==> src/rtl/n64_cmd_tx.sv <==
// n64_cmd_tx: multi-byte transmitter for the N64 controller one-wire bus.
//
// Latches a frame of 1..MAX_BYTES bytes on a start strobe and sends it using
// pulse-width encoding: every bit is T_BIT cycles long, and the line is held
// low for T_LOW1 cycles (bit '1') or T_LOW0 cycles (bit '0'). Byte 0
// (frame[7:0]) is sent first, each byte MSB first. The frame ends with a stop
// bit (T_STOP_LOW low, T_STOP total).
//
// Ports:
//   clk        system clock
//   rst_n      asynchronous active-low reset; releases the line at once
//   start      single-cycle request, honoured only when idle
//   num_bytes  frame length in bytes, sampled with start
//   frame      payload, sampled with start
//   abort      synchronous cancel of a frame in progress
//   data_out   bus level (1 = released/high)
//   drive_low  pad output-enable, always ~data_out
//   busy       frame in progress
//   done       one-cycle pulse on normal completion (first idle cycle)
//   err        one-cycle pulse after a start with an illegal num_bytes
module n64_cmd_tx #(
    parameter int unsigned MAX_BYTES  = 4,
    parameter int unsigned T_LOW0     = 300,
    parameter int unsigned T_LOW1     = 100,
    parameter int unsigned T_BIT      = 400,
    parameter int unsigned T_STOP_LOW = 100,
    parameter int unsigned T_STOP     = 300
) (
    input  logic                             clk,
    input  logic                             rst_n,
    input  logic                             start,
    input  logic [$clog2(MAX_BYTES+1)-1:0]   num_bytes,
    input  logic [8*MAX_BYTES-1:0]           frame,
    input  logic                             abort,
    output logic                             data_out,
    output logic                             drive_low,
    output logic                             busy,
    output logic                             done,
    output logic                             err
);

    localparam int unsigned NW    = $clog2(MAX_BYTES + 1);
    localparam int unsigned T_MAX = (T_BIT > T_STOP) ? T_BIT : T_STOP;
    localparam int unsigned CW    = $clog2(T_MAX + 1);
    localparam int unsigned BW    = $clog2(8 * MAX_BYTES);
    localparam int unsigned LW    = NW + 3;

    localparam logic [CW-1:0] LowZeroEnd = CW'(T_LOW0 - 1);
    localparam logic [CW-1:0] LowOneEnd  = CW'(T_LOW1 - 1);
    localparam logic [CW-1:0] BitEnd     = CW'(T_BIT - 1);
    localparam logic [CW-1:0] StopLowEnd = CW'(T_STOP_LOW - 1);
    localparam logic [CW-1:0] StopEnd    = CW'(T_STOP - 1);

    typedef enum logic [2:0] {
        StIdle,
        StLow,
        StHigh,
        StStopLow,
        StStopHigh
    } state_e;

    state_e                 state_q, state_d;
    logic [CW-1:0]          cnt_q, cnt_d;
    logic [BW-1:0]          bit_q, bit_d;
    logic [NW-1:0]          nb_q, nb_d;
    logic [8*MAX_BYTES-1:0] frame_q, frame_d;
    logic                   data_out_q, data_out_d;
    logic                   drive_low_q;
    logic                   busy_q, busy_d;
    logic                   done_q, done_d;
    logic                   err_q, err_d;

    logic                   num_ok;
    logic                   cur_bit;
    logic [LW-1:0]          last_idx;
    logic [CW-1:0]          low_end;

    assign num_ok   = (num_bytes != '0) && (num_bytes <= NW'(MAX_BYTES));
    // Within a byte the bit order is reversed: flipping the low three index
    // bits maps bit i onto frame[8*(i/8) + 7 - i%8].
    assign cur_bit  = frame_q[bit_q ^ BW'(7)];
    assign last_idx = {nb_q, 3'b000} - LW'(1);
    assign low_end  = cur_bit ? LowOneEnd : LowZeroEnd;

    always_comb begin
        state_d = state_q;
        cnt_d   = cnt_q;
        bit_d   = bit_q;
        nb_d    = nb_q;
        frame_d = frame_q;
        done_d  = 1'b0;
        err_d   = 1'b0;

        if (abort) begin
            // Abort wins over everything, including a start in the same cycle.
            state_d = StIdle;
            cnt_d   = '0;
            bit_d   = '0;
        end else begin
            unique case (state_q)
                StIdle: begin
                    if (start) begin
                        if (num_ok) begin
                            state_d = StLow;
                            cnt_d   = '0;
                            bit_d   = '0;
                            nb_d    = num_bytes;
                            frame_d = frame;
                        end else begin
                            err_d = 1'b1;
                        end
                    end
                end
                StLow: begin
                    cnt_d = cnt_q + CW'(1);
                    if (cnt_q == low_end) begin
                        state_d = StHigh;
                    end
                end
                StHigh: begin
                    if (cnt_q == BitEnd) begin
                        cnt_d = '0;
                        if (LW'(bit_q) == last_idx) begin
                            state_d = StStopLow;
                        end else begin
                            bit_d   = bit_q + BW'(1);
                            state_d = StLow;
                        end
                    end else begin
                        cnt_d = cnt_q + CW'(1);
                    end
                end
                StStopLow: begin
                    cnt_d = cnt_q + CW'(1);
                    if (cnt_q == StopLowEnd) begin
                        state_d = StStopHigh;
                    end
                end
                StStopHigh: begin
                    if (cnt_q == StopEnd) begin
                        state_d = StIdle;
                        cnt_d   = '0;
                        done_d  = 1'b1;
                    end else begin
                        cnt_d = cnt_q + CW'(1);
                    end
                end
                default: begin
                    state_d = StIdle;
                end
            endcase
        end

        // Outputs are decoded from the next state so they can be registered
        // without adding a cycle of latency.
        data_out_d = (state_d == StIdle) || (state_d == StHigh) || (state_d == StStopHigh);
        busy_d     = (state_d != StIdle);
    end

    always_ff @(posedge clk or negedge rst_n) begin
        if (!rst_n) begin
            state_q     <= StIdle;
            cnt_q       <= '0;
            bit_q       <= '0;
            nb_q        <= '0;
            frame_q     <= '0;
            data_out_q  <= 1'b1;
            drive_low_q <= 1'b0;
            busy_q      <= 1'b0;
            done_q      <= 1'b0;
            err_q       <= 1'b0;
        end else begin
            state_q     <= state_d;
            cnt_q       <= cnt_d;
            bit_q       <= bit_d;
            nb_q        <= nb_d;
            frame_q     <= frame_d;
            data_out_q  <= data_out_d;
            drive_low_q <= ~data_out_d;
            busy_q      <= busy_d;
            done_q      <= done_d;
            err_q       <= err_d;
        end
    end

    assign data_out  = data_out_q;
    assign drive_low = drive_low_q;
    assign busy      = busy_q;
    assign done      = done_q;
    assign err       = err_q;

endmodule

==> config.mk <==
export PLATFORM = sky130hd
export DESIGN_NAME = n64_cmd_tx
export DESIGN_NICKNAME = d
export VERILOG_FILES = /design/src/rtl/n64_cmd_tx.sv
export SDC_FILE = /design/constraint.sdc
export NUM_CORES = 1
export LEC_CHECK = 0
export BUFFER_PORTS_ARGS = -buffer_cell sky130_fd_sc_hd__buf_2
export CAP_MARGIN = 20
export CORE_MARGIN = 3
export CORE_UTILIZATION = 49
export CTS_BUF_LIST = sky130_fd_sc_hd__clkbuf_4
export DETAILED_ROUTE_END_ITERATION = 6
export PLACE_DENSITY = 0.77
export SLEW_MARGIN = 25
export SYNTH_ARGS = -nofsm -noshare
export SYNTH_HDL_FRONTEND = slang
export SYNTH_SLANG_ARGS = --single-unit
==> constraint.sdc <==
create_clock -name clk -period 1.9 [get_ports clk]
set_input_delay 0.19 -clock clk [delete_from_list [all_inputs] [get_ports clk]]
set_output_delay 0.19 -clock clk [all_outputs]
set_load 0.05 [all_outputs]
==> run summary <==
Outcome -> finished, violations left
Failing checks -> negative setup slack
Fill count -> 374
# rows -> 27
Max Clock Skew -> 0.0118 ns
Register area share after synthesis -> 49.1%
Met3 Routed Length -> 266 µm
Deepest level of the CTS H-tree -> 3
Reg area -> 1430 µm²
VDD IR max -> 0.564 mV
Io pins -> 44
Initial antenna violation count -> 0
Dpl hpwl -> 4400 µm
FF-to-FF path depth -> 8
Core footprint -> 5640 µm²
Post-synth ARST share -> 100%
Worst min-delay path class -> in2reg
Gr ovfl total -> 0
Worst hold slack -> 0.0204 ns
Vias -> 2465
Routed length per instance -> 16.0 µm
# setup viols final -> 1
Max Freq -> 521 MHz
Clock-pin slew on the worst setup and hold paths -> 0.09 ns
Final WL -> 7130 µm
Required time of the critical path -> 2.25 ns
Commonest non-fill, non-tap cell in the layout -> dfrtp_1
Hold path cells -> 2
CTS tree -> done
Syn Area/Cell -> 10.9 µm²
Mapped Nets -> 309
Post-synth EDFFs -> 0
Clk Tree Root Cell -> clkbuf_4
Yosys synthesis warning count -> 0
NetSw -> 940 µW
Relative slew slack -> 64.5%
Count of final hold-check violations -> 0
Fin crit share -> 101%
Drt pass-1 iters -> 4
Starting density of the core -> 51.6%
Final WS setup -> -0.0178 ns
RSZ-0062 raised after global routing -> yes
WS Path Type -> reg2reg
Sw Share -> 28.7%
Netlist Area Pre-Place -> 2910 µm²
Drt drc -> 0
Share of layout cells above drive strength 1 -> 43.7%
# Max-Cap Violations -> 0
Crit. End Element -> flop
Pwr Density -> 807 nW/µm²
# diodes -> 0
Num CTS Buffers -> 9
Die area -> 6900 µm²
Unique cell type count in the Yosys netlist -> 45
Post-route non-filler standard cell count -> 445
Met2 routed WL -> 3520 µm
WL met1 -> 3170 µm
Post-synthesis register bit count -> 57
P_int -> 2340 µW
Fin crit period -> 1.92 ns
Vias per cell -> 5.54
Die width -> 83.1 µm
Syn Inst Count -> 267
PortBufs -> 43
Comb power frac -> 24.0%
Worst-margin pin slew -> 0.532 ns
Footprint of the multi-input gates -> 1590 µm²
Top FF cell, synth -> dfrtp_1
Commonest cells after routing, fill and taps aside -> dfrtp_1 (54), buf_2 (44), mux2_2 (35)
Largest net degree at the start of global routing -> 38
Area Overhead vs Synth -> 39.6%
Top sig layer -> met4
Die height -> 83.1 µm
Global-route wire length before repair -> 11500 µm
Crit path max fanout -> 3
Final-report max-slew violation count -> 0
Cells after DPL -> 396
Clock Power Share -> 26.7%
Fin nets -> 410
Vias in the first global route -> 2410
Bufs on Longest Clock Path -> 2
Antenna viol nets, final -> 0
RePlAce Congestion -> 0.869
Crit path launch type -> flop
Tot GR Track Use -> 21.1%
Lkg Pwr -> 0.00179 µW
DRT iter0 DRCs -> 119
Seq pwr share -> 49.3%
Crit path DAT -> 2.27 ns
Worst-Skew Late Latency -> 0.41 ns
Clk sinks -> 57
## final cells by class
cell class                 count  share of cell area, %
timing repair buffer         104                   19.5
tap                           72                   2.22
clock inverter                 4                   1.08
inverter                       6                  0.555
multi-input combinational    190                   39.2
sequential                    57                   35.2
clock buffer                  12                   2.22
## cells in the mapped netlist, drive strengths merged (4+ instances only)
library cell  number  share of area (%)
dfrtp             56                 48
mux2              35                 14
o21ai             22                3.8
nand3             17                2.9
mux2i             16                5.5
nand2             14                1.8
nor2              14                1.8
clkbuf            10                1.3
nand2b             7                1.5
and3               6                1.3
inv                6               0.77
nor3               6                1.0
a21oi              4               0.69
a22oi              4                1.0
buf                4               0.86
nor2b              4               0.86
o31ai              4                1.0
## path summary, 6_finish.rpt
kind / slack [ns] / startpoint / end
max in group asynchronous: 1.03 / rst_n / bit_q[0]
hold reg to reg: 0.51 / nb_q[1] / nb_q[1]
setup reg to reg: -0.02 / nb_q[0] / bit_q[4]
setup / recovery: -0.02 / nb_q[0] / bit_q[4]
min in group asynchronous: 0.27 / rst_n / err
hold / removal: 0.02 / frame[1] / frame_q[1]
## kinds of logic (layout without fill, tap and decap cells)
group | Yosys count | after routing | share of synthesized area (%)
buffers and inverters | 20 | 126 | 2.92
AND/OR/NAND/NOR | 84 | 84 | 15.8
XOR/XNOR | 4 | 4 | 1.20
adder cells (fa/ha/maj) | 3 | 3 | 1.29
multiplexers | 51 | 51 | 19.0
flip-flops | 57 | 57 | 49.1
AO/OA/AOI/OAI | 48 | 48 | 10.7
## registers in the layout (all words and copies together) (netlist names)
register	flops
frame_q	32
cnt_q	9
bit_q	5
nb_q	3
state_q	3
busy	1
data_out	1
done	1
drive_low	1
err	1
## what timing repair did
item | in CTS | in global routing
gates cloned | 0 | 1
hold endpoints to repair | 41 | 3
hold buffers | 23 | 3
setup buffers | 1 | 5
endpoints found under the setup margin | 9 | 28
resized for setup | 15 | 38
pin swaps | 5 | 22
## critical path, stage by stage, from the launching register on
cell and delay [ns]:
dfrtp_1 0.35, inv_1 0.05, ha_1 0.30, xnor2_1 0.16, nor4_1 0.06, o211a_1 0.25
o21ba_4 0.21, or4_4 0.41, nand3_2 0.07
## power groups by stage
| stage | Sequential, µW | Combinational (µW) | Clock (µW) |
|---|---|---|---|
| floorplan | 1620 | 438 | 0 |
| global placement | 1620 | 645 | 0 |
| global route | 1650 | 869 | 955 |
| CTS | 1600 | 727 | 898 |
| finish | 1620 | 787 | 876 |
| detailed placement | 1620 | 675 | 0 |
## layer usage
| layer | up-vias | global-route usage, % |
|---|---|---|
| li1 | 1182 | - |
| met4 | 0 | 9.51 |
| met2 | 58 | 32.8 |
| met3 | 13 | 5.85 |
| met1 | 1212 | 27.5 |
| met5 | - | 0 |
## per-stage QoR
stage                     setup slack (ns)  utilization, %  TNS [ns]  power (µW)  cell area (µm²)
final                              -0.0178            72.0   -0.0178        3280             4060
after detailed placement            -0.170            60.5    -0.598        2300             3410
after floorplan                     0.0150               -         0        2060             2920
after global routing                -0.111            72.0    -0.715        3470             4060
after CTS                         -0.00442            68.2  -0.00442        3220             3840
after global placement             -0.0612            60.5    -0.138        2260             3410
(Power assumes the default switching activity.)
